==> config.mk <==
export PLATFORM = sky130hd
export DESIGN_NAME = proc_rst_seq
export DESIGN_NICKNAME = d
export VERILOG_FILES = /design/src/rtl/proc_rst_seq.sv
export SDC_FILE = /design/constraint.sdc
export NUM_CORES = 1
export LEC_CHECK = 0
export ABC_AREA = 1
export CORE_ASPECT_RATIO = 0.9
export CORE_MARGIN = 3
export CORE_UTILIZATION = 55
export CTS_BUF_LIST = sky130_fd_sc_hd__clkbuf_2 sky130_fd_sc_hd__clkbuf_4 sky130_fd_sc_hd__clkbuf_8
export CTS_CLUSTER_SIZE = 28
export DETAILED_ROUTE_END_ITERATION = 8
export GPL_ROUTABILITY_DRIVEN = 0
export PLACE_DENSITY = 0.9
export SYNTH_ARGS = -nofsm -noshare
export SYNTH_HDL_FRONTEND = slang
export SYNTH_SLANG_ARGS = --single-unit
==> constraint.sdc <==
create_clock -name i_clk -period 1.9 [get_ports i_clk]
set_clock_uncertainty 0.15 [all_clocks]
set_input_delay 0.475 -clock i_clk [delete_from_list [all_inputs] [get_ports i_clk]]
set_output_delay 0.475 -clock i_clk [all_outputs]
set_load 0.005 [all_outputs]
==> src/rtl/proc_rst_seq.sv <==
// Reset sequencer and run monitor for the processor core: stretches the board reset,
// releases the core, then latches a sticky failure on err (or watchdog, PROC_RST_SEQ_WDOG_EN).
module proc_rst_seq #(
    parameter int unsigned HOLD_CYCLES = 8,
    parameter int unsigned WDOG_CYCLES = 1024
) (
    input  logic        i_clk,
    input  logic        i_rst,
    input  logic        i_err,
    input  logic        i_commit,
    output logic        o_proc_rst,
    output logic        o_running,
    output logic        o_fail,
    output logic [1:0]  o_fail_cause,
    output logic [15:0] o_cyc_cnt
);

    localparam logic [7:0]  HoldLast = 8'(HOLD_CYCLES - 1);
    localparam logic [15:0] WdogLast = 16'(WDOG_CYCLES - 1);

    typedef enum logic [1:0] {StHold, StRun, StFail} state_e;

    state_e      r_state, w_state_d;
    logic [7:0]  r_hold_cnt, w_hold_cnt_d;
    logic        r_proc_rst, w_proc_rst_d;
    logic        r_running, w_running_d;
    logic        r_fail, w_fail_d;
    logic [1:0]  r_fail_cause, w_fail_cause_d;
    logic [15:0] r_cyc_cnt, w_cyc_cnt_d;
    logic [1:0]  w_cause;
    logic        w_wdog_to;

`ifdef PROC_RST_SEQ_WDOG_EN
    logic [15:0] r_wdog_cnt, w_wdog_cnt_d;
    assign w_wdog_to = r_running && !i_commit && (r_wdog_cnt == WdogLast);
`else
    logic w_unused;
    assign w_unused  = i_commit ^ WdogLast[0];
    assign w_wdog_to = 1'b0;
`endif

    // Monitoring starts once running is visible, so the core is never judged while in reset.
    assign w_cause = {w_wdog_to, r_running && i_err};

    always_comb begin
        w_state_d      = r_state;
        w_hold_cnt_d   = r_hold_cnt;
        w_proc_rst_d   = r_proc_rst;
        w_running_d    = r_running;
        w_fail_d       = r_fail;
        w_fail_cause_d = r_fail_cause;
        w_cyc_cnt_d    = r_cyc_cnt;
`ifdef PROC_RST_SEQ_WDOG_EN
        w_wdog_cnt_d   = r_wdog_cnt;
`endif
        unique case (r_state)
            StHold: begin
                w_hold_cnt_d = r_hold_cnt + 8'd1;
                w_proc_rst_d = 1'b1;
                w_running_d  = 1'b0;
                if (r_hold_cnt == HoldLast) begin
                    w_state_d = StRun;
                end
            end
            StRun: begin
                if (r_running && (r_cyc_cnt != 16'hFFFF)) begin
                    w_cyc_cnt_d = r_cyc_cnt + 16'd1;
                end
`ifdef PROC_RST_SEQ_WDOG_EN
                if (r_running) begin
                    w_wdog_cnt_d = i_commit ? 16'd0 : r_wdog_cnt + 16'd1;
                end
`endif
                if (w_cause != 2'b00) begin
                    w_state_d      = StFail;
                    w_proc_rst_d   = 1'b1;
                    w_running_d    = 1'b0;
                    w_fail_d       = 1'b1;
                    w_fail_cause_d = w_cause;
                end else begin
                    w_proc_rst_d = 1'b0;
                    w_running_d  = 1'b1;
                end
            end
            StFail: begin
                w_proc_rst_d = 1'b1;
                w_running_d  = 1'b0;
            end
            default: begin
                w_state_d = StHold;
            end
        endcase
    end

    always_ff @(posedge i_clk) begin
        if (!i_rst) begin
            r_state      <= StHold;
            r_hold_cnt   <= 8'd0;
            r_proc_rst   <= 1'b1;
            r_running    <= 1'b0;
            r_fail       <= 1'b0;
            r_fail_cause <= 2'b00;
            r_cyc_cnt    <= 16'd0;
`ifdef PROC_RST_SEQ_WDOG_EN
            r_wdog_cnt   <= 16'd0;
`endif
        end else begin
            r_state      <= w_state_d;
            r_hold_cnt   <= w_hold_cnt_d;
            r_proc_rst   <= w_proc_rst_d;
            r_running    <= w_running_d;
            r_fail       <= w_fail_d;
            r_fail_cause <= w_fail_cause_d;
            r_cyc_cnt    <= w_cyc_cnt_d;
`ifdef PROC_RST_SEQ_WDOG_EN
            r_wdog_cnt   <= w_wdog_cnt_d;
`endif
        end
    end

    assign o_proc_rst   = r_proc_rst;
    assign o_running    = r_running;
    assign o_fail       = r_fail;
    assign o_fail_cause = r_fail_cause;
    assign o_cyc_cnt    = r_cyc_cnt;

endmodule

# Word level (Yosys, flattened, before mapping)
# Index checks and enable logic that the tools add are counted.
dict set report totals {
  output_inout_bits 21
  register_bits 29
}
dict set report classes {
  mux 7
  n_eq_ne 6
  bitwise_logic 1
  addsub 2
  n_reduce_logical 8
}
# cell n
set ops {}
lappend ops {{adder 16 x 1 -> 16 bit, second input constant} 1}
lappend ops {{inequality test 16 bit, second input constant} 1}
lappend ops {{adder 8 x 1 -> 8 bit, second input constant} 1}
lappend ops {{equality test 8 x 3 -> 1 bit, second input constant} 1}
lappend ops {{one-hot mux 2 bit (3 select lines)} 1}
lappend ops {{2-to-1 mux 2 bit} 2}
lappend ops {{inequality test 2 bit, second input constant} 2}
lappend ops {{one-hot mux 1 bit (2 select lines)} 2}
lappend ops {{AND reduction 2 bit} 2}
lappend ops {{AND reduction 3 bit} 1}
lappend ops {{equality test 2 x 1 -> 1 bit, second input constant} 1}
lappend ops {{equality test 2 bit, second input constant} 1}
lappend ops {{logical AND 1 bit} 2}
lappend ops {{logical NOT 2 bit} 1}
lappend ops {{2-to-1 mux 1 bit} 2}
lappend ops {{nonzero test 2 bit} 1}
lappend ops {{OR reduction 2 bit} 1}
lappend ops {{inverter 1 bit} 1}

# Depth between registers and ports, before layout
# Gate-level depths: netlist (run 1).
dict set report depth {
  ltp_word 3
  ltp_mapped 11
  depth_no_buf 10
}

# Worst setup path before layout (run 1)
# Ideal clock, no wire load.
dict set report synth_timing {
  kind {register to register}
  start {register r_cyc_cnt[0] (netlist: o_cyc_cnt[0])}
  end {register r_cyc_cnt[12] (netlist: o_cyc_cnt[12])}
  arrival_time_ns 1.319
  period_less_slack_ns 1.584
  setup_ns 0.115
  n_path_buf 1
  slack_ns 0.316
  stages_incl_launch_ff 10
  required_time_ns 1.635
  path_cell_list {dfxtp_1 > ha_1 > nand2_2 > nor2_4 > nand2_4 > nor2_4 > nor2_2 > buf_6 > a21oi_1 > nor2_1}
}
dict set report synth_via {
  elab_chain_len 3
  elab_cells_between_ends 4
  cone_classes {add/sub (1); eq/ne (1); reduce/logical (2)}
}
# item line_no
set synth_rtl {}
lappend synth_rtl {{from (decl)} 29} ;# logic [15:0] r_cyc_cnt, w_cyc_cnt_d;
lappend synth_rtl {{from (signal assigned)} 114} ;# r_cyc_cnt <= w_cyc_cnt_d;
lappend synth_rtl {{parallel branches: the longest is 3 deep, another holds adder 16 x 1 -> 16 bit} n/a}
# Several ways; the timed one is not identified.
# A chain may end at the register's enable or synchronous reset.

# Worst setup path after layout (run 1)
dict set report layout_timing {
  start {register r_cyc_cnt[9] (netlist: o_cyc_cnt[9])}
  end {output o_cyc_cnt[9]}
}
# item line_no
set layout_lines {}
lappend layout_lines {{to (decl)} 15} ;# output logic [15:0] o_cyc_cnt
# No word-level cell between the ends.

==> results of run 1 <==
==> repair_timing <==
| action | CTS | global route |
|---|---|---|
| buffers inserted | 0 | 7 |
| hold buffers | 0 | 0 |
| setup endpoints to repair | 14 | 7 |
| resized for setup | 19 | 5 |
==> stage by stage <==
step	hold slack (ns)	area, µm²	std cells	worst slack (ns)	util [%]
6_report	0.321	2020	319	0.0439	72.4
5_1_grt	0.370	2020	319	0.000517	72.4
4_1_cts	0.324	1960	312	0.00195	70.2
3_5_place_dp	0.310	1880	304	0.194	67.4
3_3_place_gp	0.308	1880	304	0.184	67.4
2_1_floorplan	0.310	1620	243	0.316	-
==> cell families after synthesis <==
group	count (synthesis)
adders and majority gates	2
xor gates and xnor gates	3
buffers and inverters	37
other	1
DFF	29
AOI/OAI and AO/OA	19
and+or+nand+nor	152
==> where the power goes <==
group          leakage, µW  switching [µW]  internal [µW]  total [µW]
Clock            0.0000354             226            155         381
Sequential        0.000244            5.66            607         612
Combinational     0.000607            24.1           17.9        42.0
Total             0.000887             256            779        1040
==> synth_stat cells <==
cell type and number:
sky130_fd_sc_hd__a21oi_1 11, sky130_fd_sc_hd__a31oi_1 2, sky130_fd_sc_hd__and2_1 1, sky130_fd_sc_hd__buf_2 1, sky130_fd_sc_hd__buf_4 2, sky130_fd_sc_hd__buf_6 3, sky130_fd_sc_hd__clkbuf_1 1, sky130_fd_sc_hd__clkinv_2 2
sky130_fd_sc_hd__conb_1 1, sky130_fd_sc_hd__dfxtp_1 29, sky130_fd_sc_hd__ha_1 2, sky130_fd_sc_hd__inv_1 26, sky130_fd_sc_hd__inv_2 2, sky130_fd_sc_hd__nand2_1 58, sky130_fd_sc_hd__nand2_2 2, sky130_fd_sc_hd__nand2_4 3
sky130_fd_sc_hd__nand3_1 15, sky130_fd_sc_hd__nand3_2 6, sky130_fd_sc_hd__nand3b_1 1, sky130_fd_sc_hd__nand4_1 2, sky130_fd_sc_hd__nor2_1 49, sky130_fd_sc_hd__nor2_2 6, sky130_fd_sc_hd__nor2_4 4, sky130_fd_sc_hd__nor3_1 4
sky130_fd_sc_hd__o21ai_0 6, sky130_fd_sc_hd__or2_2 1, sky130_fd_sc_hd__xor2_1 3
==> flip-flops by register name, indices dropped and copies added, names as in the netlist <==
name          count
o_cyc_cnt        16
o_fail_cause      1
r_hold_cnt        8
o_running         1
o_proc_rst        1
r_state           2
==> per-layer routing <==
metal  vias to the layer above  global-route usage, %
met5                         -                      0
met4                         0                   10.5
li1                        828                      -
met1                       709                   23.3
met3                         5                   7.28
met2                        37                   32.9
==> final timing paths <==
path	endpoint	slack (ns)	depth (start not counted)
hold / removal	o_fail_cause[0]	0.32	2
setup reg to reg	o_cyc_cnt[14]	0.19	10
hold reg to reg	o_fail_cause[0]	0.32	2
setup / recovery	o_cyc_cnt[9]	0.04	1
==> area by class of cell <==
| cell class | instances | area [µm²] | area share (%) |
|---|---|---|---|
| Clock buffer | 6 | 45.0 | 2.23 |
| Clock inverter | 2 | 10.0 | 0.495 |
| Inverter | 30 | 115 | 5.69 |
| Multi-Input combinational cell | 177 | 871 | 43.1 |
| Sequential cell | 29 | 613 | 30.3 |
| Tap cell | 40 | 50.0 | 2.48 |
| Timing Repair Buffer | 35 | 318 | 15.7 |
==> reports/metrics.json, run 1 <==
{
  "clockRootBuffer": "sky130_fd_sc_hd__clkbuf_4",
  "run_status": "finished, final reports clean",
  "grt_max_degree": 12,
  "hold_viol": 0,
  "fin_setup_tns_ns": 0,
  "clk_path_buf_depth": 2,
  "floorplan.die_area_um2": 3640,
  "number_of_antenna_violations_at_the_first_check_in_global_routing": 0,
  "cts.htree.levels": 2,
  "std_cell_rows": 18,
  "post_route_cells_drive_above_1_share_pct": 22.6,
  "power.leakage_uw": 0.000887,
  "drc_errors": 0,
  "synth_compound_gate_area_share_pct": 6.01,
  "yosys-top-cells-area": "sky130_fd_sc_hd__dfxtp_1 36%, sky130_fd_sc_hd__nand2_1 13%, sky130_fd_sc_hd__nor2_1 11%",
  "path_category_of_the_worst_min_delay_check": "reg -> reg",
  "port_buffers": 22,
  "timing.critical_path.from_type": "flip-flop",
  "power_per_cell_area_nw_per_um2": 512,
  "highest_layer": "met4",
  "wire_length_of_the_first_global_routing_pass_um": 5710,
  "avgViaCountPerCell": 4.95,
  "crit_family": "buffers and inverters",
  "timing_worst_setup_path_type": "reg -> out",
  "clk_pin_slew_ns": 0.10,
  "critPathArrivalTime_ns": 1.23,
  "critPathLaunch": "o_cyc_cnt[9]",
  "grt.overflow.total": 0,
  "critPathRequiredTime_ns": 1.27,
  "total_routed_wirelength_um": 3350,
  "clock_sinks": 29,
  "critPathCaptureType": "output port",
  "fmax_mhz": 539,
  "synth.mux.area_fraction_pct": 0,
  "tritoncts.num_buffers": 5,
  "cts_tree": "yes",
  "yosysWarningCount": 0,
  "number_of_detailed_route_iterations_in_the_first_pass": 4,
  "report.final.slew_viol_count": 0,
  "synth_cell_type_count": 27,
  "synth_simple_gate_area_share_pct": 44.2,
  "yosys.area_share.adder_pct": 1.54,
  "p_total_uw": 1040,
  "layout_commonest_cell": "sky130_fd_sc_hd__nand2_1",
  "critical_path_peak_fanout": 5,
  "critical_path.reg2reg.startpoint": "o_cyc_cnt[0]",
  "boundaryPins": 25,
  "cpPeakStageDelay_ns": 0.51,
  "most_frequent_cells_in_the_layout": "58 x sky130_fd_sc_hd__nand2_1, 49 x sky130_fd_sc_hd__nor2_1, 26 x sky130_fd_sc_hd__inv_1",
  "crit_chain": "clkdlybuf4s50_1",
  "cp.buffers_inverters": 1,
  "die_y_um": 57.6,
  "syn_nets": 249,
  "synth_xor_xnor_area_share_pct": 1.62,
  "num-fill-cells": 255,
  "place_hpwl_um": 2390,
  "synth_largest_type_area_fraction_pct": 35.7,
  "areaGrowthSynthToFinish_pct": 24.5,
  "metal3_wl_um": 169,
  "floorplan.core_area_um2": 2790,
  "synthCells": 243,
  "avg_wl_per_cell_um": 10.5,
  "timing.final.crit_period_ns": 1.86,
  "ant_nets": 0,
  "mappedNetlistArea_um2": 1620,
  "synth_seq_area_share_pct": 35.7,
  "min_from": "o_fail_cause[0]",
  "wl_met1_um": 1580,
  "start_util_pct": 58.2,
  "die-width_um": 63.3,
  "nets": 284,
  "power.ir.vdd_worst_v": 0.000567,
  "first_iter_violations": 68,
  "clock_insertion_delay_worst_skew_ns": 0.34,
  "vias": 1579,
  "rsz0062_at_grt": "no",
  "final-setup-viol-count": 0,
  "main_combinational_cell_family_by_area_after_synthesis": "simple AND/OR/NAND/NOR gates",
  "met2WireLength_um": 1540,
  "synthesis.area_per_instance_um2": 6.68,
  "grt_util_all_layers_pct": 20.1,
  "grt_pass1_vias": 1434,
  "insertedDiodeCount": 0,
  "cp_slowest_cell": "sky130_fd_sc_hd__clkdlybuf4s50_1",
  "synth.largest_area_cell": "sky130_fd_sc_hd__dfxtp_1",
  "cap_violations": 0,
  "timing.final.crit_share_pct": 97.7,
  "seq_cells_post_synth": 29
}
Note: power is estimated with default switching activity, not from simulation.
==> run 2: changes to the inputs <==
--- a/config.mk
+++ b/config.mk
@@ -7,7 +7,6 @@
 export LEC_CHECK = 0
 export ABC_AREA = 1
 export CORE_ASPECT_RATIO = 0.9
-export CORE_MARGIN = 3
 export CORE_UTILIZATION = 55
 export CTS_BUF_LIST = sky130_fd_sc_hd__clkbuf_2 sky130_fd_sc_hd__clkbuf_4 sky130_fd_sc_hd__clkbuf_8
 export CTS_CLUSTER_SIZE = 28
==> run 2 against run 1 <==
Effect of this change:
- total power shrank 0.38%
- combinational power is essentially flat
- critical path type unchanged
- critical endpoint is now o_cyc_cnt[12]
- utilization shrank 1.4 points
- clock power shrank 1%
- critical path depth is the same
- largest cell class unchanged
==> reports/metrics.json, run 2 (synthesized netlist as in run 1, its figures left out) <==
{
  "run_status": "finished, final reports clean",
  "cp_slowest_cell": "sky130_fd_sc_hd__clkdlybuf4s50_1",
  "dpl-instance-area": {"value": 1870, "unit": "µm²", "change": "-0.40%"},
  "avgViaCountPerCell": {"value": 4.78, "change": "-3.4%"},
  "power.sequential.fraction": {"value": 59.5, "unit": "%", "change": "+0.4 points"},
  "final_design_area_no_fill": {"value": 1970, "unit": "µm²", "change": "-2.8%"},
  "largest_register_ff_count": {"value": 16, "change": "unchanged"},
  "timing.critical_path.from_type": "flip-flop",
  "first_iter_violations": {"value": 71, "change": "+4.4%"},
  "path_category_of_the_worst_min_delay_check": "reg -> reg",
  "number_of_detailed_route_iterations_in_the_first_pass": {"value": 4, "change": "unchanged"},
  "insertedDiodeCount": {"value": 0, "change": "unchanged"},
  "grt_util_all_layers": {"value": 21.9, "unit": "%", "change": "+1.8 points"},
  "timing.final.crit_share": {"value": 97.1, "unit": "%", "change": "-0.62 points"},
  "cap_violations": {"value": 0, "change": "unchanged"},
  "place_hpwl": {"value": 2230, "unit": "µm", "change": "-6.9%"},
  "boundaryPins": {"value": 25, "change": "unchanged"},
  "report.final.slew_viol_count": {"value": 0, "change": "unchanged"},
  "rsz0062_at_grt": "no",
  "clockRootBuffer": "sky130_fd_sc_hd__clkbuf_4",
  "post_route_cells_drive_above_1_share": {"value": 20.6, "unit": "%", "change": "-2.0 points"},
  "cpPeakStageDelay": {"value": 0.50, "unit": "ns", "change": "about the same"},
  "most_frequent_cells_in_the_layout": "58 x sky130_fd_sc_hd__nand2_1, 49 x sky130_fd_sc_hd__nor2_1, 26 x sky130_fd_sc_hd__inv_1",
  "grt.overflow.total": {"value": 0, "change": "unchanged"},
  "power.clock.fraction": {"value": 36.5, "unit": "%", "change": "-0.3 points"},
  "layout_commonest_cell": "sky130_fd_sc_hd__nand2_1",
  "fmax": {"value": 542, "unit": "MHz", "change": "+0.64%"},
  "power_per_cell_area": {"value": 525, "unit": "nW/µm²", "change": "+2.5%"},
  "critical_path_peak_fanout": {"value": 7, "change": "+2"},
  "grt_max_degree": {"value": 12, "change": "unchanged"},
  "drc_errors": {"value": 0, "change": "unchanged"},
  "grt_pass1_vias": {"value": 1295, "change": "-9.7%"},
  "start_util": {"value": 58.6, "unit": "%", "change": "+0.47 points"},
  "num-fill-cells": {"value": 233, "change": "-8.6%"},
  "hold_viol": {"value": 0, "change": "unchanged"},
  "wire_length_of_the_first_global_routing_pass": {"value": 5230, "unit": "µm", "change": "-8.5%"},
  "std_cell_rows": {"value": 18, "change": "unchanged"},
  "timing_worst_setup_path_type": "reg -> out",
  "cts.htree.levels": {"value": 2, "change": "unchanged"},
  "critPathCaptureType": "output port",
  "multi_input_area": {"value": 871, "unit": "µm²", "change": "unchanged"},
  "power.leakage": {"value": 0.000824, "unit": "µW", "change": "-7.0%"},
  "nets": {"value": 277, "change": "-2.5%"},
  "swShare": {"value": 24.3, "unit": "%", "change": "-0.45 points"},
  "clk_path_buf_depth": {"value": 2, "change": "unchanged"},
  "clk_pin_slew": {"value": 0.10, "unit": "ns", "change": "about the same"},
  "power.ir.vdd_worst": {"value": 0.000566, "unit": "V", "change": "about the same"},
  "power.switching": {"value": 250, "unit": "µW", "change": "-2.2%"},
  "fin_setup_tns": {"value": 0, "unit": "ns", "change": "unchanged"},
  "port_buffers": {"value": 22, "change": "unchanged"},
  "floorplan.die_area": {"value": 3170, "unit": "µm²", "change": "-13%"},
  "crit_chain": "clkdlybuf4s50_1",
  "avg_wl_per_cell": {"value": 9.63, "unit": "µm", "change": "-8.3%"},
  "crit_family": "buffers and inverters",
  "cell_internal_pwr": {"value": 781, "unit": "µW", "change": "+0.21%"},
  "p_total": {"value": 1030, "unit": "µW", "change": "-0.38%"},
  "ant_nets": {"value": 0, "change": "unchanged"},
  "area.sequential": {"value": 611, "unit": "µm²", "change": "-0.41%"},
  "cts_tree": "yes",
  "total_routed_wirelength": {"value": 3000, "unit": "µm", "change": "-10%"},
  "power.combinational.fraction": {"value": 4.1, "unit": "%", "change": "about the same"},
  "tritoncts.num_buffers": {"value": 5, "change": "unchanged"},
  "number_of_antenna_violations_at_the_first_check_in_global_routing": {"value": 0, "change": "unchanged"},
  "critPathRequiredTime": {"value": 1.27, "unit": "ns", "change": "about the same"},
  "floorplan.core_area": {"value": 2770, "unit": "µm²", "change": "-0.81%"},
  "clock_insertion_delay_worst_skew": {"value": 0.33, "unit": "ns", "change": "about the same"},
  "critPathArrivalTime": {"value": 1.22, "unit": "ns", "change": "about the same"},
  "cp.buffers_inverters": {"value": 1, "change": "unchanged"},
  "areaGrowthSynthToFinish_pct": 21.0,
  "final-setup-viol-count": {"value": 0, "change": "unchanged"},
  "die_y": {"value": 53.6, "unit": "µm", "change": "-7.0%"},
  "vias": {"value": 1492, "change": "-5.5%"},
  "timing.final.crit_period": {"value": 1.84, "unit": "ns", "change": "-0.0118 ns"},
  "die-width": {"value": 59.3, "unit": "µm", "change": "-6.3%"},
  "post_cts_hold_buffer_count": {"value": 0, "change": "unchanged"},
  "clock_sinks": {"value": 29, "change": "unchanged"}
}
run 2: changes by cell type in the layout (fill, tap and decap cells not counted), sizes merged:
| cell | previous run | this run |
|---|---|---|
| buf | 13 | 6 |
| clkdlybuf4s50 | 19 | 21 |
| dlygate4sd2 | 2 | 1 |
| dlymetal6s2s | 1 | 0 |
run 2: power by group through the flow:
stage          clock (µW)  combinational (µW)  sequential, µW
6_report              376                42.0             613
5_1_grt               412                48.9             614
4_1_cts               386                42.8             619
3_5_place_dp            0                42.6             633
2_1_floorplan           0                31.7             632
3_3_place_gp            0                41.7             633
run 2: cell type report:
class	instances	area share [%]
multi-input cells	177	44.3
inverters	30	5.86
clock buffers	6	2.29
repair buffers	28	13.4
flip-flops and latches	29	31.1
well taps	40	2.55
clock inverters	2	0.509
run 2: worst paths after layout:
kind                        start         endpoint  slack, ns  cells after the start
setup reg to reg     o_cyc_cnt[0]    o_cyc_cnt[14]       0.16                     10
setup / recovery    o_cyc_cnt[12]    o_cyc_cnt[12]       0.06                      1
hold / removal    o_fail_cause[0]  o_fail_cause[0]       0.33                      2
hold reg to reg   o_fail_cause[0]  o_fail_cause[0]       0.33                      2
run 2: repair_timing:
item / CTS / global route
setup endpoints to repair: 8 / 13
gates resized for setup: 9 / 12
setup buffers: 0 / 1
run 2: metal layers:
layer / track usage, % / vias to the layer above / wire [µm]
met1: 26.3 / 642 / 1470
met2: 36.9 / 33 / 1350
met5: 0 / - / 0
met3: 5.77 / 7 / 135
met4: 9.92 / 0 / 44
li1: - / 810 / -
run 2: metrics by stage:
stage | hold WS (ns) | util, % | cells | worst slack [ns]
2_1_floorplan | 0.310 | - | 243 | 0.316
3_3_place_gp | 0.307 | 67.7 | 303 | 0.178
3_5_place_dp | 0.317 | 67.7 | 303 | 0.123
4_1_cts | 0.330 | 70.0 | 311 | 0.00304
5_1_grt | 0.358 | 71.0 | 312 | 0.0117
6_report | 0.327 | 71.0 | 312 | 0.0557
==> run 3: changes to the inputs <==
--- a/config.mk
+++ b/config.mk
@@ -7,6 +7,7 @@
 export LEC_CHECK = 0
 export ABC_AREA = 1
 export CORE_ASPECT_RATIO = 0.9
+export CORE_MARGIN = 10
 export CORE_UTILIZATION = 55
 export CTS_BUF_LIST = sky130_fd_sc_hd__clkbuf_2 sky130_fd_sc_hd__clkbuf_4 sky130_fd_sc_hd__clkbuf_8
 export CTS_CLUSTER_SIZE = 28
==> run 3 against run 2 <==
Effect of this change:
- non-clock buffer count is 1 higher
- cell area rose by 2.9%
- count of clock-buffer cells in the layout is 1 higher
- routed wire length up 15%
- largest power group unchanged
- clock power grew 46%
- critical endpoint is now o_cyc_cnt[9]
- sequential share of layout area is 0.56 points lower
- first-iteration DRC count shrank 15%
- worst setup slack lost 0.011 ns
==> reports/metrics.json, run 3 (synthesized netlist as in run 1, its figures left out) <==
{
  "cp.buffers_inverters": {"value": 1, "change": "unchanged"},
  "run_status": "finished, final reports clean",
  "cp_slowest_cell": "sky130_fd_sc_hd__clkdlybuf4s50_1",
  "avg_wl_per_cell": {"value": 11.1, "unit": "µm", "change": "+15%"},
  "final-setup-viol-count": {"value": 0, "change": "unchanged"},
  "grt_max_degree": {"value": 12, "change": "unchanged"},
  "post_route_cells_drive_above_1_share": {"value": 21.2, "unit": "%", "change": "+0.66 points"},
  "die-width": {"value": 77.3, "unit": "µm", "change": "+30%"},
  "number_of_detailed_route_iterations_in_the_first_pass": {"value": 4, "change": "unchanged"},
  "insertedDiodeCount": {"value": 0, "change": "unchanged"},
  "total_routed_wirelength": {"value": 3460, "unit": "µm", "change": "+15%"},
  "clock_sinks": {"value": 29, "change": "unchanged"},
  "boundaryPins": {"value": 25, "change": "unchanged"},
  "std_cell_rows": {"value": 18, "change": "unchanged"},
  "rsz0062_at_grt": "no",
  "report.final.slew_viol_count": {"value": 0, "change": "unchanged"},
  "fin_setup_tns": {"value": 0, "unit": "ns", "change": "unchanged"},
  "timing.critical_path.from_type": "flip-flop",
  "critPathArrivalTime": {"value": 1.23, "unit": "ns", "change": "about the same"},
  "power.leakage": {"value": 0.000924, "unit": "µW", "change": "+12%"},
  "fmax": {"value": 539, "unit": "MHz", "change": "-0.59%"},
  "most_frequent_cells_in_the_layout": "58 x sky130_fd_sc_hd__nand2_1, 49 x sky130_fd_sc_hd__nor2_1, 26 x sky130_fd_sc_hd__inv_1",
  "grt.overflow.total": {"value": 0, "change": "unchanged"},
  "critPathCaptureType": "output port",
  "clockRootBuffer": "sky130_fd_sc_hd__clkbuf_4",
  "power.combinational.fraction": {"value": 3.5, "unit": "%", "change": "-0.6 points"},
  "clk_path_buf_depth": {"value": 2, "change": "unchanged"},
  "first_iter_violations": {"value": 60, "change": "-15%"},
  "wire_length_of_the_first_global_routing_pass": {"value": 5900, "unit": "µm", "change": "+13%"},
  "avgViaCountPerCell": {"value": 4.84, "change": "+1.2%"},
  "timing_worst_setup_path_type": "reg -> out",
  "timing.final.crit_period": {"value": 1.86, "unit": "ns", "change": "+0.0109 ns"},
  "path_category_of_the_worst_min_delay_check": "reg -> reg",
  "port_buffers": {"value": 22, "change": "unchanged"},
  "floorplan.core_area": {"value": 2790, "unit": "µm²", "change": "+0.81%"},
  "grt_util_all_layers": {"value": 13.1, "unit": "%", "change": "-8.8 points"},
  "clk_pin_slew": {"value": 0.09, "unit": "ns", "change": "about the same"},
  "num-fill-cells": {"value": 253, "change": "+8.6%"},
  "dpl-instance-area": {"value": 1880, "unit": "µm²", "change": "+0.40%"},
  "number_of_antenna_violations_at_the_first_check_in_global_routing": {"value": 0, "change": "unchanged"},
  "die_y": {"value": 71.6, "unit": "µm", "change": "+34%"},
  "start_util": {"value": 58.2, "unit": "%", "change": "-0.47 points"},
  "grt_pass1_vias": {"value": 1379, "change": "+6.5%"},
  "cell_internal_pwr": {"value": 951, "unit": "µW", "change": "+22%"},
  "clock_insertion_delay_worst_skew": {"value": 0.33, "unit": "ns", "change": "about the same"},
  "power.switching": {"value": 249, "unit": "µW", "change": "-0.70%"},
  "cts.htree.levels": {"value": 2, "change": "unchanged"},
  "critical_path_cell_count": {"value": 1, "change": "unchanged"},
  "areaGrowthSynthToFinish_pct": 24.5,
  "power.clock.fraction": {"value": 45.7, "unit": "%", "change": "+9.2 points"},
  "final_design_area_no_fill": {"value": 2020, "unit": "µm²", "change": "+2.9%"},
  "cap_violations": {"value": 0, "change": "unchanged"},
  "layout_commonest_cell": "sky130_fd_sc_hd__nand2_1",
  "reg2reg_depth": {"value": 10, "change": "unchanged"},
  "place_hpwl": {"value": 2600, "unit": "µm", "change": "+17%"},
  "power.ir.vdd_worst": {"value": 0.000444, "unit": "V", "change": "-22%"},
  "power_per_cell_area": {"value": 593, "unit": "nW/µm²", "change": "+13%"},
  "cpPeakStageDelay": {"value": 0.51, "unit": "ns", "change": "about the same"},
  "critPathRequiredTime": {"value": 1.27, "unit": "ns", "change": "about the same"},
  "drc_errors": {"value": 0, "change": "unchanged"},
  "worst_hold_path.num_cells": {"value": 2, "change": "unchanged"},
  "nets": {"value": 278, "change": "+0.36%"},
  "tritoncts.num_buffers": {"value": 5, "change": "unchanged"},
  "critical_path_peak_fanout": {"value": 5, "change": "-2"},
  "cts_tree": "yes",
  "power.sequential.fraction": {"value": 50.8, "unit": "%", "change": "-8.7 points"},
  "floorplan.die_area": {"value": 5530, "unit": "µm²", "change": "+74%"},
  "swShare": {"value": 20.7, "unit": "%", "change": "-3.6 points"},
  "vias": {"value": 1515, "change": "+1.5%"},
  "ant_nets": {"value": 0, "change": "unchanged"},
  "hold_viol": {"value": 0, "change": "unchanged"},
  "timing.final.crit_share": {"value": 97.6, "unit": "%", "change": "+0.57 points"},
  "crit_family": "buffers and inverters",
  "largest_register_ff_count": {"value": 16, "change": "unchanged"},
  "crit_chain": "clkdlybuf4s50_1"
}
-- run 3: worst min-delay path, stage by stage, from the launching register on --
cell	delay, ns
sky130_fd_sc_hd__dfxtp_2	0.34
sky130_fd_sc_hd__inv_1	0.04
sky130_fd_sc_hd__a21oi_1	0.05
-- run 3: timing repair --
item,4_1_cts,5_1_grt
gates resized for setup,19,10
hold buffers,0,0
pin swaps,0,0
setup endpoints to repair,15,10
buffers inserted,0,1
-- run 3: metrics by stage --
| step | hold slack (ns) | utilization (%) | instances | worst slack, ns | power [µW] |
|---|---|---|---|---|---|
| floorplan | 0.310 | - | 243 | 0.316 | 664 |
| global placement | 0.306 | 67.4 | 304 | 0.185 | 674 |
| detailed placement | 0.314 | 67.4 | 304 | 0.134 | 675 |
| CTS | 0.329 | 71.3 | 312 | 0.00454 | 1220 |
| global route | 0.368 | 72.4 | 313 | 0.00116 | 1250 |
| finish | 0.320 | 72.4 | 313 | 0.0448 | 1200 |
-- run 3: area by class of cell --
| cell class | instances | area (µm²) | share of cell area, % |
|---|---|---|---|
| well taps | 40 | 50.0 | 2.48 |
| flip-flops and latches | 29 | 617 | 30.5 |
| multi-input cells | 177 | 871 | 43.1 |
| clock buffers | 7 | 58.8 | 2.91 |
| repair buffers | 29 | 280 | 13.9 |
| inverters | 30 | 115 | 5.69 |
| clock inverters | 1 | 30.0 | 1.49 |
-- run 3: power by group through the flow --
| stage | Clock, µW | Sequential (µW) | Combinational [µW] |
|---|---|---|---|
| global placement | 0 | 633 | 41.2 |
| CTS | 565 | 616 | 42.5 |
| finish | 548 | 610 | 42.0 |
| floorplan | 0 | 632 | 31.7 |
| detailed placement | 0 | 633 | 42.2 |
| global route | 586 | 612 | 49.3 |
-- run 3: final timing paths --
path                                      start               to  slack (ns)
worst max-delay path               o_cyc_cnt[9]     o_cyc_cnt[9]        0.04
worst min register to register  o_fail_cause[0]  o_fail_cause[0]        0.32
worst max register to register     o_cyc_cnt[0]    o_cyc_cnt[14]        0.17
worst min-delay path            o_fail_cause[0]  o_fail_cause[0]        0.32
-- run 3: per-layer routing --
layer	up-vias	part of all wire, %	global-route usage, %
met5	-	0	0
met3	4	7.3	6.48
met1	669	44	13.3
met2	26	48	22.5
li1	816	-	-
met4	0	0.81	5.47
